## src/rtl/dac_sched_pkg.sv

```systemverilog
// dac_sched_pkg: shared state encoding, widths and DAC operating-mode codes.
package dac_sched_pkg;
    typedef enum logic [1:0] {ST_IDLE, ST_LOAD, ST_START, ST_WAIT} state_e;
    localparam int DAC_DATA_W = 12;
    localparam int DAC_PD_W = 2;
    localparam logic [DAC_PD_W-1:0] PD_NORMAL = 2'b00;
    localparam logic [DAC_PD_W-1:0] PD_1K = 2'b01;
    localparam logic [DAC_PD_W-1:0] PD_100K = 2'b10;
    localparam logic [DAC_PD_W-1:0] PD_HIZ = 2'b11;
endpackage

```

## src/rtl/dac_sched_chan.sv

```systemverilog
// dac_sched_chan: one-deep sample holding register with valid/ready handshake.
module dac_sched_chan
    import dac_sched_pkg::*;
(
    input  logic                  clk,
    input  logic                  rst_i,
    input  logic [DAC_DATA_W-1:0] data_i,
    input  logic                  valid_i,
    output logic                  ready_o,
    input  logic                  clear_i,
    output logic                  pending_o,
    output logic [DAC_DATA_W-1:0] data_o
);
    logic                  pending_q, pending_d;
    logic [DAC_DATA_W-1:0] data_q, data_d;
    logic                  take;

    assign take = valid_i & ~pending_q;
    // clear only drops a sample that was already held; a fresh accept survives
    always_comb begin
        pending_d = take | (pending_q & ~clear_i);
        data_d = take ? data_i : data_q;
    end

    always_ff @(posedge clk or posedge rst_i) begin
        if (rst_i) begin
            pending_q <= 1'b0;
            data_q <= '0;
        end else begin
            pending_q <= pending_d;
            data_q <= data_d;
        end
    end

    assign ready_o = ~pending_q;
    assign pending_o = pending_q;
    assign data_o = data_q;
endmodule

```

## src/rtl/dac_update_scheduler.sv

```systemverilog
// dac_update_scheduler: buffers two DAC channels and launches spaced update frames,
// optionally pairing both channels with a timeout.
module dac_update_scheduler
    import dac_sched_pkg::*;
#(
    parameter int FRAME_CYCLES = 360,
    parameter int SYNC_TIMEOUT = 1024
) (
    input  logic                  clk,
    input  logic                  rst_i,
    input  logic                  enable_i,
    input  logic                  sync_mode_i,
    input  logic [DAC_DATA_W-1:0] ch0_data_i,
    input  logic                  ch0_valid_i,
    output logic                  ch0_ready_o,
    input  logic [DAC_DATA_W-1:0] ch1_data_i,
    input  logic                  ch1_valid_i,
    output logic                  ch1_ready_o,
    input  logic [DAC_PD_W-1:0]   pd0_i,
    input  logic [DAC_PD_W-1:0]   pd1_i,
    output logic                  dac_en_o,
    output logic [DAC_DATA_W-1:0] dac_data0_o,
    output logic [DAC_DATA_W-1:0] dac_data1_o,
    output logic                  dac_upd0_o,
    output logic                  dac_upd1_o,
    output logic [DAC_PD_W-1:0]   dac_pd0_o,
    output logic [DAC_PD_W-1:0]   dac_pd1_o,
    output logic                  busy_o,
    output logic [15:0]           frame_cnt_o
);
    localparam int WW = FRAME_CYCLES > 1 ? $clog2(FRAME_CYCLES) : 1;
    localparam int TW = SYNC_TIMEOUT > 1 ? $clog2(SYNC_TIMEOUT) : 1;
    localparam logic [WW-1:0] WAIT_LOAD = WW'(FRAME_CYCLES - 1);
    localparam logic [TW-1:0] TO_MAX = TW'(SYNC_TIMEOUT - 1);

    state_e                state_q;
    logic [WW-1:0]         wait_q;
    logic [TW-1:0]         to_q, to_d;
    logic [1:0]            pending, upd_q;
    logic [DAC_DATA_W-1:0] hold0, hold1, data0_q, data1_q;
    logic [DAC_PD_W-1:0]   pd0_q, pd1_q;
    logic                  en_q, busy_q;
    logic [15:0]           cnt_q;
    logic                  one_pending, launch;

    // a channel is cleared by its own update pulse, so only delivered samples are dropped
    dac_sched_chan u_ch0 (
        .clk(clk), .rst_i(rst_i), .data_i(ch0_data_i), .valid_i(ch0_valid_i),
        .ready_o(ch0_ready_o), .clear_i(upd_q[0]), .pending_o(pending[0]), .data_o(hold0)
    );
    dac_sched_chan u_ch1 (
        .clk(clk), .rst_i(rst_i), .data_i(ch1_data_i), .valid_i(ch1_valid_i),
        .ready_o(ch1_ready_o), .clear_i(upd_q[1]), .pending_o(pending[1]), .data_o(hold1)
    );

    assign one_pending = ^pending;
    assign launch = (state_q == ST_IDLE) & enable_i &
                    (sync_mode_i ? (&pending | (one_pending & (to_q == TO_MAX))) : |pending);

    always_comb begin
        to_d = (state_q == ST_IDLE && sync_mode_i && one_pending)
             ? ((to_q == TO_MAX) ? to_q : to_q + TW'(1)) : '0;
    end

    always_ff @(posedge clk or posedge rst_i) begin
        if (rst_i) to_q <= '0;
        else to_q <= to_d;
    end

    always_ff @(posedge clk or posedge rst_i) begin
        if (rst_i) begin
            state_q <= ST_IDLE;
            wait_q <= '0;
            upd_q <= '0;
            data0_q <= '0;
            data1_q <= '0;
            pd0_q <= '0;
            pd1_q <= '0;
            en_q <= 1'b0;
            busy_q <= 1'b0;
            cnt_q <= '0;
        end else begin
            upd_q <= '0;
            en_q <= 1'b0;
            case (state_q)
                ST_IDLE: if (launch) begin
                    state_q <= ST_LOAD;
                    busy_q <= 1'b1;
                    upd_q <= pending;
                    if (pending[0]) data0_q <= hold0;
                    if (pending[1]) data1_q <= hold1;
                    pd0_q <= pd0_i;
                    pd1_q <= pd1_i;
                end
                ST_LOAD: begin
                    state_q <= ST_START;
                    en_q <= 1'b1;
                    cnt_q <= cnt_q + 16'd1;
                    wait_q <= WAIT_LOAD;
                end
                ST_START: state_q <= ST_WAIT;
                default: begin
                    if (wait_q == '0) begin
                        state_q <= ST_IDLE;
                        busy_q <= 1'b0;
                    end else begin
                        wait_q <= wait_q - WW'(1);
                    end
                end
            endcase
        end
    end

    assign dac_en_o = en_q;
    assign dac_data0_o = data0_q;
    assign dac_data1_o = data1_q;
    assign dac_upd0_o = upd_q[0];
    assign dac_upd1_o = upd_q[1];
    assign dac_pd0_o = pd0_q;
    assign dac_pd1_o = pd1_q;
    assign busy_o = busy_q;
    assign frame_cnt_o = cnt_q;
endmodule

```

## config.mk

```make
export PLATFORM = sky130hd
export DESIGN_NAME = dac_update_scheduler
export DESIGN_NICKNAME = d
export VERILOG_FILES = /design/src/rtl/dac_sched_pkg.sv /design/src/rtl/dac_sched_chan.sv /design/src/rtl/dac_update_scheduler.sv
export SDC_FILE = /design/constraint.sdc
export NUM_CORES = 1
export LEC_CHECK = 0
export CAP_MARGIN = 10
export CORE_UTILIZATION = 40
export DETAILED_ROUTE_END_ITERATION = 8
export HOLD_SLACK_MARGIN = 0.06
export PLACE_DENSITY = 0.66
export SLEW_MARGIN = 20
export SYNTH_ARGS = -nofsm -noshare
export SYNTH_HDL_FRONTEND = slang
export SYNTH_SLANG_ARGS = --single-unit
```

## constraint.sdc

```tcl
create_clock -name clk -period 2.9 [get_ports clk]
set_input_delay 0.58 -clock clk [delete_from_list [all_inputs] [get_ports clk]]
set_output_delay 0.58 -clock clk [all_outputs]
set_load 0.01 [all_outputs]
```

# After elaboration in Yosys (flattened, before gate mapping)

Index checks and enable logic that the tools add are counted.

Flip-flop bits (word level): 95
Input bits: 34
Output and inout port bits: 50
Word-level logic and storage cells: 71

$add $sub $neg: 3
Equality and inequality tests: 6
Muxes and demuxes: 14
Bitwise operators: 16
Reductions and logical operators: 17

Operators with widths:

| operator                | count |
|---|---|
| $mux W10                | 2 |
| $pmux W9 S2             | 1 |
| $add A16 B1 Y16 const B | 1 |
| $add A10 B1 Y10 const B | 1 |
| $eq A10 B10 Y1 const B  | 1 |
| $logic_not A9 Y1        | 1 |
| $mux W9                 | 1 |
| $reduce_and A3 Y1       | 3 |
| $sub A9 B1 Y9 const B   | 1 |
| $mux W2                 | 4 |
| $reduce_and A2 Y1       | 4 |
| $and A1 B1 Y1           | 7 |
| $not A1 Y1              | 6 |
| $pmux W2 S3             | 1 |
| $reduce_or A2 Y1        | 3 |
| $mux W1                 | 4 |
| $ne A2 B2 Y1 const B    | 2 |
| $reduce_bool A4 Y1      | 1 |
| $or A1 B1 Y1            | 3 |
| $eq A2 B1 Y1 const B    | 1 |
| $eq A2 B2 Y1 const B    | 1 |
| $logic_and A1 B1 Y1     | 2 |
| $logic_not A2 Y1        | 1 |
| $ne A2 B1 Y1 const B    | 1 |
| other kinds (3)         | 3 |

# Logic depth before layout (Yosys ltp)

Depth in word-level cells: 7
Mapped depth: 8
Gate-level depth less buffers: 6

# Cells and area by module

A second synthesis with hierarchy kept.

Cell total of the unflattened synthesis: 313
Area, all modules: 4156.5 um^2

Modules (own cells, without submodules):

| module               | instances | cells an instance | area an instance (um^2) | sequential area each (um^2) |
|---|---|---|---|---|
| dac_update_scheduler | 1         | 253               | 3070.4                  | 1726.7 |
| dac_sched_chan       | 2         | 30                | 543.0                   | 325.3 |

# Least setup slack after synthesis

No wires, ideal clock.

Kind: register -> register
Start: register state_q[0]
End: register data1_q[0] (netlist: dac_data1_o[0])
Setup time: 125 ps
Data arrival time: 1794 ps
Required time: 2775 ps
Path slack: 981 ps
Cell stages (with the launch flop): 8
Path buffers: 2
Period minus slack after synthesis: 1919 ps
Cells stage by stage: dfrtp_1 inv_1 ha_1 clkbuf_1 nand3_1 nor3_4 buf_6 mux2_2

Cells in the longest elaborated chain, start to end: 4

Ends and longest elaborated chain:

| what                                   | RTL line                                               | text |
|---|---|---|
| start, declared                        | dac_update_scheduler.sv:36                             | `state_e state_q;` |
| start signal, assigned                 | dac_update_scheduler.sv:72                             | `state_q <= ST_IDLE;` |
| start signal, assigned                 | dac_update_scheduler.sv:87                             | `state_q <= ST_LOAD;` |
| start signal, assigned                 | dac_update_scheduler.sv:96                             | `state_q <= ST_START;` |
| $logic_not A2 Y1 (*)                   | dac_update_scheduler.sv:57, dac_update_scheduler.sv:85 |  |
| $and A1 B1 Y1 (2 in a row)             | dac_update_scheduler.sv:57                             | `assign launch = (state_q == ST_IDLE) & enable_i &` |
| $reduce_and A3 Y1 (no source line) (*) | --                                                     |  |
| end signal, assigned                   | dac_update_scheduler.sv:91                             | `if (pending[1]) data1_q <= hold1;` |
| end, declared                          | dac_update_scheduler.sv:40                             | `logic [DAC_DATA_W-1:0] hold0, hold1, data0_q, data1_q;` |

Every way passes the cells marked *; elsewhere a longest branch is shown, timed or not.
A chain may end at the register's enable or synchronous reset.

# Worst setup path after layout

Start: register state_q[0]
End: register wait_q[7]

Cells in the longest elaborated chain, start to end: 4
Elaborated cells between the ends (all ways): 8
Those cells by class: eq/ne: 3; mux: 1; bitwise: 1; reduce/logical: 3

Ends and longest elaborated chain:

| what                                                    | RTL line                    | text |
|---|---|---|
| $eq A2 B2 Y1 / $logic_not A2 Y1 (equally long branches) | dac_update_scheduler.sv:85  | `case (state_q)` |
| $reduce_or A2 Y1 (no source line)                       | --                          |  |
| $not A1 Y1 (no source line)                             | --                          |  |
| $reduce_and A2 Y1 (no source line)                      | --                          |  |
| end signal, assigned                                    | dac_update_scheduler.sv:107 | `wait_q <= wait_q - WW'(1);` |
| end, declared                                           | dac_update_scheduler.sv:37  | `logic [WW-1:0] wait_q;` |

Several ways; a longest one is shown, not always the timed one.

==> flow_summary.toml <==
[status]
outcome = "completed"

[power_and_ir_drop]
power.share.sequential = 0.463
internal_power_uw = 3139
switching_share = 0.2932
share_comb_of_total_power = 0.312
worst_ir_drop_vdd_mv = 0.4977
net-switching-power_uw = 1302
power.static_leakage_uw = 0.002327
power.share.clock = 0.225
power.density_cell_area_nw_per_um2 = 828.5

[synth]
yosys_register_bits = 95
synth_common_cells = "95 x sky130_fd_sc_hd__dfrtp_1, 50 x sky130_fd_sc_hd__mux2_2, 19 x sky130_fd_sc_hd__nor2_1, 14 x sky130_fd_sc_hd__nand2_1, 14 x sky130_fd_sc_hd__xnor2_1"
yosys.area.top_type_share = 0.5787
synth_compound_gate_area_share = 0.05818
synth_adder_area_share = 0.02741
synth_area_um2 = 4108
synthesized_area_per_cell_um2 = 13.08
synthMostInstantiatedCell = "sky130_fd_sc_hd__dfrtp_1"
mux_cell_area_share_after_synthesis = 0.1529
dominant_combinational_cell_family_by_area_after_synthesis = "multiplexers"
async_reset_ff_frac = 1.000
synth.net_count = 357
post_synth_num_cell_types = 50
synth_top_cell_by_area = "sky130_fd_sc_hd__dfrtp_1"
synth.top_cells.by_area = "sky130_fd_sc_hd__dfrtp_1 58%, sky130_fd_sc_hd__mux2_2 14%, sky130_fd_sc_hd__xnor2_1 3.0%, sky130_fd_sc_hd__ha_1 2.7%, sky130_fd_sc_hd__xor2_1 1.9%"
postSynthCellCount = 314
synth_simple_gate_area_frac = 0.1161
synth_warnings = 0
synth_seq_area_share = 0.5787
synth-edff-count = 0
synthXorXnorAreaFrac = 0.04904
synth_flop_cell = "sky130_fd_sc_hd__dfrtp_1"

[global_routing]
grt_overflow = 0
grtUsageTotal = 0.1642
pin_count_of_the_biggest_net_entering_global_routing = 96
global_route_wire_length_before_repair_mm = 13.51
grt_pass1_vias = 2853
antenna_found_initial = 0

[clock_tree]
clock_sinks = 95
tritoncts_clock_tree = "yes"
cts_buffer_depth = 2
cts_htree_levels = 3
cts.reportedPaths.clkPinSlew_ps = 100
cts_post_setup_buffers_inserted = 0
clk_root_buffer_cell = "sky130_fd_sc_hd__clkbuf_8"
ctsHoldBuffers = 0
post_cts_resize_count = 0
worst_skew_pair.late_latency_ps = 350
cts_inserted_buffers = 9

[floorplan]
io_pins = 84
height_of_the_die_um = 103.3
fp.dieW_um = 103.3
floorplan.initialDensity = 0.4164
row_count = 36
core_region_area_um2 = 9864
die_area_um2 = 10680

[route]
drtPass1Iterations = 4
first_iter_violations = 93
drc = 0
num_vias = 2710
detail_routed_via_count_per_cell = 4.982
drt-wirelength-per-cell_um = 14.31
wirelength_mm = 7.786
route.antenna.remaining_nets = 0

[cells_and_area]
fillerInstances = 832
ratio_of_cells_with_drive_above_1_in_the_final_layout = 0.1995
finalNonFillerCells = 544
antenna_cells = 0
synthToLayoutAreaGrowth_pct = 30.49
final_net_count = 449
fin_util = 0.5434

[min_path]
min-delay-path-class = "reg -> reg"

[sta]
worst_clock_skew_ps = 10.13
tns_ps = 0
whs_ps = 443.2
timing.max_slew.rel_slack = 0.4902
setup_viol = 0
post-route-period-util = 0.7535
final_critical_delay_including_setup_and_external_delays_ps = 2185
hold_viol = 0
timing_worst_slew_pin_value_ps = 758.8
setup_repair_after_global_routing_missed_its_margin = "no"
report.final.slew_viol_count = 0
achievable-frequency_ghz = 0.4576

[place]
hpwlAfterDp_mm = 5.347
placement.io_buffers = 83
placedCellCount = 528
place_congestion = 0.7635

[critical_path]
worst-setup-path-type = "reg -> reg"
cp.arrival_ps = 2430
critical_path.endpoint_type = "register"
critPathLaunchType = "register"
required_ps = 3150
r2r_setup_slack_ps = 710
crit_path_max_fanout = 11

[job]
maxcap_viol_count = 0
-- logic make-up after synthesis --
kind of cell               count (synthesis)
buffers and inverters                     15
muxes                                     56
adders and majority gates                  9
xor gates and xnor gates                  23
AOI/OAI and AO/OA                         32
DFF                                       95
and+or+nand+nor                           84
-- power by group through the flow --
stage / Clock, µW / Combinational [µW] / Sequential [µW]
floorplan: 0 / 732 / 2090
global placement: 0 / 1360 / 2070
detailed placement: 0 / 1400 / 2080
CTS: 1040 / 1400 / 2060
global route: 1100 / 1520 / 2130
finish: 999 / 1390 / 2060
-- per-layer routing --
metal | vias to the layer above | track usage | share of wire
met5 | - | 0 | 0
met4 | 0 | 0.04659 | 0.0085
met3 | 6 | 0.06048 | 0.071
met2 | 56 | 0.2538 | 0.45
met1 | 1339 | 0.2178 | 0.47
li1 | 1309 | - | -
-- path summary, 6_finish.rpt --
path | from | to | depth (start not counted)
worst max-delay path | state_q[0] | wait_q[7] | 6
worst min-delay path | upd_q[0] | u_ch0.pending_o | 1
worst max register to register | state_q[0] | wait_q[7] | 6
worst min register to register | upd_q[0] | u_ch0.pending_o | 1
max in group asynchronous | rst_i | to_q[2] | 3
min in group asynchronous | rst_i | frame_cnt_o[15] | 3
-- metrics by stage --
stage	total power, µW	cell area (µm²)	setup WS, ps
finish	4441	5360	714.7
global route	4756	5360	496.4
CTS	4506	5360	727.8
detailed placement	3476	5120	549.1
global placement	3433	5120	575.3
floorplan	2823	4111	980.8
-- registers in the layout, summed over array words and instances, names as in the netlist, 2 cells and up --
| name | cells |
|---|---|
| dac_pd0_o | 2 |
| dac_data0_o | 12 |
| upd_q | 2 |
| state_q | 2 |
| wait_q | 9 |
| u_ch1.data_o | 12 |
| dac_data1_o | 12 |
| frame_cnt_o | 16 |
| dac_pd1_o | 2 |
| u_ch0.data_o | 12 |
| to_q | 10 |
-- critical path: stages (launching register included) --
cell,delay (ps)
sky130_fd_sc_hd__dfrtp_1,400
sky130_fd_sc_hd__inv_1,80
sky130_fd_sc_hd__ha_1,310
sky130_fd_sc_hd__or2_2,370
sky130_fd_sc_hd__nor4_1,510
sky130_fd_sc_hd__a31oi_1,180
sky130_fd_sc_hd__a41o_1,240
-- final cells by class --
type | instances | area [µm²] | share of cell area
flip-flops and latches | 95 | 2377 | 0.4435
multi-input cells | 204 | 1658 | 0.3093
repair buffers | 89 | 888.4 | 0.1657
well taps | 133 | 166.4 | 0.03105
clock buffers | 11 | 151.4 | 0.02824
clock inverters | 5 | 88.84 | 0.01657
inverters | 7 | 30.03 | 0.005602
-- cell usage in the layout, fill, tap and decap left out, types with 2 or more instances in the layout --
master                             n
sky130_fd_sc_hd__dfrtp_1          95
sky130_fd_sc_hd__nor2_1           19
sky130_fd_sc_hd__xor2_1            9
sky130_fd_sc_hd__inv_1             6
sky130_fd_sc_hd__nand3_1          11
sky130_fd_sc_hd__bufinv_16         2
sky130_fd_sc_hd__clkinv_4          2
sky130_fd_sc_hd__o2111ai_1         2
sky130_fd_sc_hd__mux2i_1           2
sky130_fd_sc_hd__mux2_2           50
sky130_fd_sc_hd__nand2_1          14
sky130_fd_sc_hd__and4_1            3
sky130_fd_sc_hd__a31oi_1           2
sky130_fd_sc_hd__nor2b_1           2
sky130_fd_sc_hd__o21ai_0           3
sky130_fd_sc_hd__ha_1              9
sky130_fd_sc_hd__nor4_1            2
sky130_fd_sc_hd__and3_1            6
sky130_fd_sc_hd__nand4_1           7
sky130_fd_sc_hd__clkdlybuf4s50_1  83
sky130_fd_sc_hd__clkbuf_8         11
sky130_fd_sc_hd__o31ai_1           2
sky130_fd_sc_hd__nor3_4            2
sky130_fd_sc_hd__or2_2             2
sky130_fd_sc_hd__or3_1             2
sky130_fd_sc_hd__buf_4             5
sky130_fd_sc_hd__mux2_1            4
sky130_fd_sc_hd__o211ai_1          2
sky130_fd_sc_hd__xnor2_1          14
sky130_fd_sc_hd__nand2b_1          2
sky130_fd_sc_hd__nor3_1            4
sky130_fd_sc_hd__a21oi_1           7
sky130_fd_sc_hd__o21ai_1           2
sky130_fd_sc_hd__o21bai_1          2
Power figures use the tool's default switching activity.
